<file path="config.mk">
export PLATFORM = sky130hd
export DESIGN_NAME = debug_halt_ctrl
export DESIGN_NICKNAME = d
export VERILOG_FILES = /design/src/rtl/debug_halt_ctrl_pkg.sv /design/src/rtl/debug_halt_ctrl.sv
export SDC_FILE = /design/constraint.sdc
export NUM_CORES = 1
export LEC_CHECK = 0
export ABC_CLOCK_PERIOD_IN_PS = 1800
export BUFFER_PORTS_ARGS = -buffer_cell sky130_fd_sc_hd__clkbuf_2
export CORE_MARGIN = 10
export CORE_UTILIZATION = 44
export DETAILED_ROUTE_END_ITERATION = 10
export MAX_ROUTING_LAYER = met4
export PLACE_DENSITY_LB_ADDON = 0.15
export SKIP_LAST_GASP = 1
export SLEW_MARGIN = 20
export SYNTH_ARGS = -nofsm -noshare
export SYNTH_HDL_FRONTEND = slang
export SYNTH_SLANG_ARGS = --single-unit
</file>
<file path="constraint.sdc">
create_clock -name clk -period 1.8 [get_ports clk]
set_input_delay 0.36 -clock clk [delete_from_list [all_inputs] [get_ports clk]]
set_output_delay 0.36 -clock clk [all_outputs]
set_load 0.005 [all_outputs]
</file>
<file path="src/rtl/debug_halt_ctrl_pkg.sv">
// Shared definitions for the PIC16C55 debug run-control block.
// Holds the run-control state encoding and the register-file width defaults.
package debug_halt_ctrl_pkg;

    localparam int DEF_DATA_WIDTH = 8;
    localparam int DEF_ADDR_WIDTH = 5;

    typedef enum logic [2:0] {
        DBG_RUN     = 3'd0,
        DBG_HALTING = 3'd1,
        DBG_HALTED  = 3'd2,
        DBG_STEP    = 3'd3,
        DBG_ACCESS  = 3'd4,
        DBG_ACK     = 3'd5
    } dbg_state_e;

    // States in which the core is frozen and the host may own the register file.
    function automatic logic is_halted_state(input dbg_state_e s);
        return (s == DBG_HALTED) || (s == DBG_ACCESS) || (s == DBG_ACK);
    endfunction

endpackage

</file>
<file path="src/rtl/debug_halt_ctrl.sv">
// Debug run-control and register-file port arbiter for the PIC16C55 core.
// Halts, single-steps and resumes on instruction boundaries and grants host RF access while halted.
module debug_halt_ctrl
    import debug_halt_ctrl_pkg::*;
#(
    parameter int DATA_WIDTH   = DEF_DATA_WIDTH,
    parameter int ADDR_WIDTH   = DEF_ADDR_WIDTH,
    parameter int CNT_WIDTH    = 16,
    parameter bit RESET_HALTED = 1'b0
) (
    input  logic                  clk,
    input  logic                  rst,
    input  logic                  core_q4,
    input  logic                  core_we,
    input  logic [ADDR_WIDTH-1:0] core_addr,
    input  logic [DATA_WIDTH-1:0] core_wdata,
    input  logic [DATA_WIDTH-1:0] rf_rdata,
    output logic                  rf_we,
    output logic [ADDR_WIDTH-1:0] rf_addr,
    output logic [DATA_WIDTH-1:0] rf_wdata,
    output logic                  core_en,
    input  logic                  halt_req,
    input  logic                  step,
    input  logic                  dbg_req,
    input  logic                  dbg_we,
    input  logic [ADDR_WIDTH-1:0] dbg_addr,
    input  logic [DATA_WIDTH-1:0] dbg_wdata,
    output logic                  dbg_ack,
    output logic [DATA_WIDTH-1:0] dbg_rdata,
    output logic                  halted,
    output logic [CNT_WIDTH-1:0]  icount
);

    localparam dbg_state_e           RESET_STATE = RESET_HALTED ? DBG_HALTED : DBG_RUN;
    localparam logic [CNT_WIDTH-1:0] CNT_ONE     = {{(CNT_WIDTH-1){1'b0}}, 1'b1};

    dbg_state_e            state_q, state_d;
    logic                  halted_q;
    logic                  dbg_ack_q;
    logic [DATA_WIDTH-1:0] dbg_rdata_q;
    logic [CNT_WIDTH-1:0]  icount_q;

    always_ff @(posedge clk or posedge rst) begin
        if (rst) begin
            state_q     <= RESET_STATE;
            halted_q    <= RESET_HALTED;
            dbg_ack_q   <= 1'b0;
            dbg_rdata_q <= '0;
            icount_q    <= '0;
        end else begin
            state_q   <= state_d;
            halted_q  <= is_halted_state(state_d);
            dbg_ack_q <= (state_d == DBG_ACK);
            if ((state_q == DBG_ACCESS) && !dbg_we) begin
                dbg_rdata_q <= rf_rdata;
            end
            if (core_q4 && core_en) begin
                icount_q <= icount_q + CNT_ONE;
            end
        end
    end

    // Every exit from a core-enabled state waits for core_q4, so core_en only
    // drops on an instruction boundary.
    always_comb begin
        state_d = state_q;
        case (state_q)
            DBG_RUN: begin
                if (halt_req) begin
                    state_d = core_q4 ? DBG_HALTED : DBG_HALTING;
                end
            end
            DBG_HALTING: begin
                if (core_q4) state_d = DBG_HALTED;
            end
            DBG_HALTED: begin
                if (dbg_req)        state_d = DBG_ACCESS;
                else if (step)      state_d = DBG_STEP;
                else if (!halt_req) state_d = DBG_RUN;
            end
            DBG_STEP: begin
                if (core_q4) state_d = DBG_HALTED;
            end
            DBG_ACCESS: state_d = DBG_ACK;
            DBG_ACK:    state_d = DBG_HALTED;
            default:    state_d = RESET_STATE;
        endcase
    end

    always_comb begin
        core_en  = (state_q == DBG_RUN) || (state_q == DBG_HALTING) || (state_q == DBG_STEP);
        rf_we    = 1'b0;
        rf_addr  = dbg_addr;
        rf_wdata = dbg_wdata;
        if (core_en) begin
            rf_we    = core_we;
            rf_addr  = core_addr;
            rf_wdata = core_wdata;
        end else if (state_q == DBG_ACCESS) begin
            rf_we = dbg_we;
        end
        // Keep the register file untouched while reset is held.
        if (rst) begin
            rf_we = 1'b0;
        end
    end

    assign halted    = halted_q;
    assign dbg_ack   = dbg_ack_q;
    assign dbg_rdata = dbg_rdata_q;
    assign icount    = icount_q;

endmodule

</file>
# Word level (Yosys, flattened, before mapping)
# Cells that the tools add are included.
# op_classes
add_sub_neg,1
n_eq_ne,8
mux,12
reduce_logical,9
# op_table
operator,n
$add 16x1->16 const B,1
$mux 3,5
$pmux 3 s5,1
$eq 3x3->1 const B,4
$eq 3x2->1 const B,3
$mux 8,1
$mux 5,1
$logic_or 1x1->1,4
$eq 3x1->1 const B,1
$logic_not 3->1,1
$mux 1,3
$logic_and 1x1->1,2
$mux 2,1
$reduce_or 2->1,1
$logic_not 1->1,1
# totals
ff_bits,29
input_bits,42
output_inout_bits,41
word_cells,35

# Longest topological paths before layout
# Gate-level depths: netlist of run 1.
# logic_depth
depth_word,7
depth_mapped,6
ltp_nobuf,5

# Worst setup path before layout of run 1
# Ideal clock, no wire load.
# synth_timing
kind,flip-flop to output port
startpoint,register state_q[0]
endpoint,output port rf_addr[0]
arrival_ps,1273
required_time_ps,1440
path_slack_ps,167
path_stages_with_launch,6
path_cell_list,dfrtp_1 -> buf_2 -> nor2b_4 -> nor2_4 -> buf_6 -> mux2_1
# synth_via
elab_chain_cells,4
elab_cells_between_ends,6
classes_between,eq/ne (2); mux (1); reduce/logical (3)
# synth_rtl
element,line,rtl
"start, declared",debug_halt_ctrl.sv:37,"dbg_state_e state_q, state_d;"
"start signal, assigned",debug_halt_ctrl.sv:51,state_q <= state_d;
$eq 3x1->1 or $logic_not 3->1 (tied branches),debug_halt_ctrl.sv:91,core_en = (state_q == DBG_RUN) || (state_q == DBG_HALTING) || (state_q == DBG_STEP);
$logic_or 1x1->1,debug_halt_ctrl.sv:91,
$logic_or 1x1->1 (*),debug_halt_ctrl.sv:91,
net core_en,debug_halt_ctrl.sv:21,"output logic core_en,"
$mux 5 (*),debug_halt_ctrl.sv:95,if (core_en) begin
"end, declared",debug_halt_ctrl.sv:19,"output logic [ADDR_WIDTH-1:0] rf_addr,"
# Mark *: on every way through the listed nets, which the timed path passes. The rest lies on a longest branch.

# Final worst setup path of run 1
# layout_timing
startpoint,register state_q[1]
endpoint,output port rf_addr[1]
# layout_via
elab_chain_cells,4
elab_cells_between_ends,6
classes_between,eq/ne (2); mux (1); reduce/logical (3)
# layout_rtl
element,line
$eq 3x1->1 or $logic_not 3->1 (tied branches),debug_halt_ctrl.sv:91
$logic_or 1x1->1,debug_halt_ctrl.sv:91
$logic_or 1x1->1 (*),debug_halt_ctrl.sv:91
$mux 5 (*),debug_halt_ctrl.sv:95
# Every way passes the cells marked *; elsewhere a longest branch is shown, timed or not.

==> out/qor.yml, run 1 <==
netlist.area_leader.share_pct: 49.2
cts_tree: "yes"
antenna_cells: 0
synthAdderAreaFrac_pct: 0.848
synth_area_leader_cell: "dfrtp_1"
critical_path_required_ns: 1.44
fp.dieArea_um2: 6070
crit_path_cell_trace: "nor2b_4 -> nor2_4 -> clkbuf_16 -> mux2_4 -> buf_6"
via_per_inst: 5.01
yosysSeqAreaShare_pct: 49.2
synthTopCellsByArea: "dfrtp_1 49%, mux2_1 17%, xnor2_1 7.1%, nor3_4 3.3%, nand3_1 2.7%"
cts_root_buffer: "clkbuf_4"
wl_um: 4260
hp-class: "in2async"
synthCells: 121
crit_family: "flip-flops"
synth_cell_type_count: 29
final_cells: 266
maxSlewViolCount: 0
drtPass1Iterations: 4
max_slew_margin_pct: 72.6
synth_area_per_cell_um2: 12.2
clk_pin_slew_ns: 0.10
synthXorXnorAreaFrac_pct: 8.91
rsz0062_at_grt: "yes"
ys_ff_latch: 29
place_hpwl_um: 3340
initial_core_util_pct: 47.2
clk_latency_ns: 0.32
drv_cap: 0
violations: "setup timing"
nets: 264
yosys_warnings: 0
grt_antenna_before_repair: 0
synth_area_um2: 1480
core_um2: 3130
cts_htree_levels: 2
synth_top_family_by_area: "simple AND/OR/NAND/NOR gates"
avgRoutedWirePerCell_um: 16.0
synth_compound_area_share_pct: 3.22
critPathMaxStageDelay_ns: 0.39
status: "complete, but fails checks"
gp_congestion: 0.776
antenna_left: 0
finalInstanceArea_um2: 2220
synth-simple-area-share_pct: 18.6
drive_above_1_share_pct: 55.0
hold_viol: 0
critical_path_buf_inv_count: 2
period_minus_slack_ns: 1.97
die_w_um: 77.9
clock_sinks: 29
tightest_slew_ns: 0.410
critPathKind: "reg2out"
fin_worst_skew_ns: 0.00723
ir_drop_mv: 1.04
die_y_um: 77.9
crit_fanout: 7
cp_slowest_cell: "dfrtp_1"
max_freq_ghz: 0.509
period_share_pct: 109
io_pins: 83
num_rows: 20
synth_fp_nets: 164
drc: 0
via_count: 1332
crit_path_end_kind: "output pin"
area_growth_pct: 50.3
portBuffers: 82
whs_ns: 0.0449
grtUsageTotal_pct: 14.6
p_per_area_nw_per_um2: 1580
cts_made_buffers: 5
dpl_cell_area_um2: 1960
drt-initial-drc-count: 24
leakagePower_nw: 1.16
synthMuxAreaShare_pct: 16.8
cp.arrival_ns: 1.61
gr-total-overflow: 0
cts_hold_buffers: 0
fin_ws_ns: -0.165
numPlacedInstances: 249
first_global_vias: 1515
startpoint_type: "flip-flop"
grt_max_degree: 16
grt_pass1_wl_um: 7000
fillers: 241
clockBufferDepth: 2
setup_viol: 13
cell usage in the layout (no fill, tap or decap):
cell type,count
nand2b_1,1
dfrtp_1,29
nor2_1,3
a21oi_1,3
o32ai_1,1
clkbuf_16,1
nand3b_1,2
buf_4,12
bufinv_16,2
a22oi_2,1
buf_6,1
inv_1,4
clkbuf_2,81
nand2_1,6
nor2_4,2
nor3_4,3
o31a_1,1
mux2_4,9
ha_1,1
clkinv_2,1
nand4_1,2
nor3b_1,1
nor2b_4,1
nor4_1,1
and2_1,2
mux2_1,13
clkbuf_4,5
xnor2_1,12
and3_1,1
nand3_1,8
nand2b_4,2
buf_12,1
nor3_1,2
xor2_1,3
o21bai_1,1
and4_1,3
kinds of logic after synthesis:
family | count (synthesis)
simple gates | 40
flops | 29
mux | 22
xor+xnor | 15
compound gates | 7
buf+inv | 7
fa+ha+maj | 1
repair_timing:
action	4_1_cts	5_1_grt
gates cloned	0	1
setup buffers	3	5
setup endpoints to repair	15	14
pin swaps	1	3
gates resized for setup	4	12
where the power goes:
part	total (mW)	internal [mW]	switching [mW]
combinational	1.79	1.02	0.768
sequential	1.06	0.872	0.184
clock	0.663	0.430	0.233
total	3.51	2.32	1.18
worst paths after layout:
check	from	end	slack (ns)	depth (start not counted)
max in group asynchronous	rst	dbg_rdata[7]$_DFFE_PP0P_	1.58	3
worst min register to register	icount[15]$_DFFE_PP0P_	icount[15]$_DFFE_PP0P_	0.48	1
worst max-delay path	state_q[1]$_DFF_PP0_	rf_addr[1]	-0.17	5
worst max register to register	state_q[1]$_DFF_PP0_	dbg_rdata[1]$_DFFE_PP0P_	0.11	5
min in group clk	rf_rdata[5]	dbg_rdata[5]$_DFFE_PP0P_	0.25	2
worst min-delay path	rst	icount[2]$_DFFE_PP0P_	0.04	3
state kept, by name, indices dropped and copies added (netlist names):
name       flops
state_q        3
dbg_rdata      8
halted         1
dbg_ack        1
icount        16
worst reg2reg max path: stages, from the launching register on:
cell	delay (ns)
dfrtp_1	0.39
buf_4	0.16
nand2b_4	0.16
buf_4	0.15
nor3_4	0.33
mux2_1	0.38
stage by stage:
stage	TNS (ns)	util (%)	setup WS [ns]	total power, mW
after CTS	-1.87	67.4	-0.152	3.23
after global placement	0	62.6	0.0891	2.33
after floorplan	0	-	0.167	1.84
after global routing	-2.65	70.9	-0.219	3.74
final	-1.89	70.9	-0.165	3.51
after detailed placement	0	62.6	0.0472	2.40
final cells by class:
type	instances	area [um2]	share of cell area, %
Clock buffer	5	37.5	1.69
Clock inverter	3	65.1	2.93
Inverter	4	15.0	0.677
Multi-Input combinational cell	85	767	34.6
Sequential cell	29	726	32.7
Tap cell	44	55.1	2.48
Timing Repair Buffer	96	552	24.9
synth_stat cells:
library cell / instances
nor2_1: 4
nand2_1: 6
nand3b_1: 2
and3_1: 1
nand2b_4: 1
nor4_1: 1
xnor2_1: 12
nor2b_4: 1
buf_2: 2
xor2_1: 3
mux2_1: 22
inv_1: 4
o32ai_1: 1
o31a_1: 1
nor3b_1: 1
a22oi_1: 1
nand2b_1: 2
nand4_1: 2
a21oi_1: 3
nor2_4: 1
ha_1: 1
dfrtp_1: 29
nand3_1: 8
buf_6: 1
nor3_1: 2
and4_1: 3
nor3_4: 3
and2_1: 2
o21bai_1: 1
routing by layer:
| metal | global-route usage [%] | routed length, um | up-vias |
|---|---|---|---|
| li1 | - | - | 631 |
| met1 | 16.2 | 1880 | 612 |
| met2 | 22.7 | 1930 | 76 |
| met3 | 5.18 | 302 | 13 |
| met4 | 7.71 | 148 | 0 |
| met5 | - | 0 | - |
No activity file was read; power rests on OpenSTA's default activity.
==> run 2, diff against run 1 <==
--- a/config.mk
+++ b/config.mk
@@ -11,7 +11,7 @@
 export CORE_UTILIZATION = 44
 export DETAILED_ROUTE_END_ITERATION = 10
 export MAX_ROUTING_LAYER = met4
-export PLACE_DENSITY_LB_ADDON = 0.15
+export PLACE_DENSITY = 0.8
 export SKIP_LAST_GASP = 1
 export SLEW_MARGIN = 20
 export SYNTH_ARGS = -nofsm -noshare
==> out/qor.yml, run 2 (synthesis gave the netlist of run 1 again) <==
status: "complete, but fails checks"
violations: "setup timing"
numPlacedInstances: 250
gr-total-overflow: 0
seqPwrFrac_pct: 33.4
cp.arrival_ns: 1.60
place_hpwl_um: 3260
cp_slowest_cell: "dfrtp_1"
r2r_start: "state_q[1]$_DFF_PP0_"
first_global_vias: 1369
hp-class: "in2async"
period_minus_slack_ns: 1.96
drtPass1Iterations: 5
rr_endpoint: "dbg_rdata[0]$_DFFE_PP0P_"
finalInstanceArea_um2: 2110
use_met1_pct: 14.1
cts_htree_levels: 2
layout_common_cells: "82 x clkbuf_2, 29 x dfrtp_1, 16 x mux2_1"
maxSlewViolCount: 0
crit_path_end_kind: "output pin"
dp_slack_ns: 0.133
grtUsageTotal_pct: 13.3
rsz0062_at_grt: "yes"
area_growth_pct: 43.0
critical_path_required_ns: 1.44
portBuffers: 82
swShare_pct: 34.3
cts_hold_buffers: 0
hold_viol: 0
finalSetupTns_ns: -1.78
antenna_cells: 0
max_slew_margin_pct: 72.5
clockBufferDepth: 2
layout_commonest_cell: "clkbuf_2"
grt_max_degree: 30
gp_congestion: 0.795
avgRoutedWirePerCell_um: 15.3
wl_um: 3970
finalPower_mw: 3.21
final_cells: 259
r2r_slack_ns: 0.16
fp.dieArea_um2: 6070
ir_drop_mv: 0.866
crit_fanout: 9
nets: 257
fin_worst_skew_ns: 0.0108
intPower_mw: 2.11
grt_use_met2_pct: 23.3
use_met3_pct: 4.03
critPathMaxStageDelay_ns: 0.42
crit_start: "state_q[1]$_DFF_PP0_"
via_per_inst: 4.91
io_pins: 83
period_share_pct: 109
grt_antenna_before_repair: 0
drc: 0
cts_made_buffers: 5
whs_ns: 0.0863
startpoint_type: "flip-flop"
fin_ws_ns: -0.158
critical_path_buf_inv_count: 2
die_w_um: 77.9
core_um2: 3130
drive_above_1_share_pct: 51.6
p_per_area_nw_per_um2: 1520
clk_pin_slew_ns: 0.10
power.share.clock_pct: 20.6
drt-initial-drc-count: 58
switching_power_mw: 1.10
critPathKind: "reg2out"
max_freq_ghz: 0.511
clock_sinks: 29
num_rows: 20
crit_path_cell_trace: "nor2b_4 -> nor2_4 -> buf_6 -> mux2_1 -> clkbuf_2"
utilization_pct: 67.4
tightest_slew_ns: 0.411
leakagePower_nw: 1.10
antenna_left: 0
cts_tree: "yes"
cts_root_buffer: "clkbuf_4"
dpl_cell_area_um2: 1960
via_count: 1271
setup_viol: 14
largest_reg_flops: 16
clk_latency_ns: 0.32
grt_pass1_wl_um: 6510
r2r_cells: 4
crit_family: "flip-flops"
top_usage_layer: "met2"
drv_cap: 0
die_y_um: 77.9
initial_core_util_pct: 47.2
pwr-share-comb_pct: 46.0
[run 2: changes by cell type in the layout (fill, tap and decap cells not counted), sizes merged]
cell  delta
buf      -7
[run 2: worst max path at each step]
stage	to	slack, ns	depth (start not counted)
floorplan	rf_addr[0]	0.17	5
global placement	rf_wdata[6]	0.18	5
detailed placement	rf_wdata[6]	0.13	5
CTS	rf_wdata[6]	-0.16	5
global route	rf_wdata[6]	-0.23	5
finish	rf_wdata[6]	-0.16	5
[run 2: area by class of cell]
type | count | area (um2)
Fill cell | 256 | 1020
Clock inverter | 3 | 65.1
Inverter | 4 | 15.0
Multi-Input combinational cell | 85 | 741
Timing Repair Buffer | 89 | 470
Sequential cell | 29 | 726
Tap cell | 44 | 55.1
Clock buffer | 5 | 37.5
[run 2: power by group through the flow]
stage,logic (mW),clock network [mW],registers [mW]
2_1_floorplan,0.785,0,1.05
3_5_place_dp,1.36,0,1.08
3_3_place_gp,1.34,0,1.06
4_1_cts,1.50,0.670,1.07
5_1_grt,1.63,0.705,1.10
6_report,1.47,0.660,1.07
[run 2: repair_timing]
action	in CTS	in global routing
buffers inserted	1	0
gates resized for setup	9	1
endpoints found under the setup margin	14	14
[run 2: worst register-to-register path: cells and delay by family (launching register included)]
family	cells	cell delay [ns]
flip-flops	1	0.42
multiplexers	1	0.37
AND/OR/NAND/NOR	2	0.57
buffers and inverters	1	0.16
[run 2: metal layers]
metal	part of all wire [%]	routed length, um	up-vias
met1	41	1650	597
met2	51	2010	55
met4	1.3	52	0
met3	6.6	264	5
li1	-	-	614
met5	0	0	-
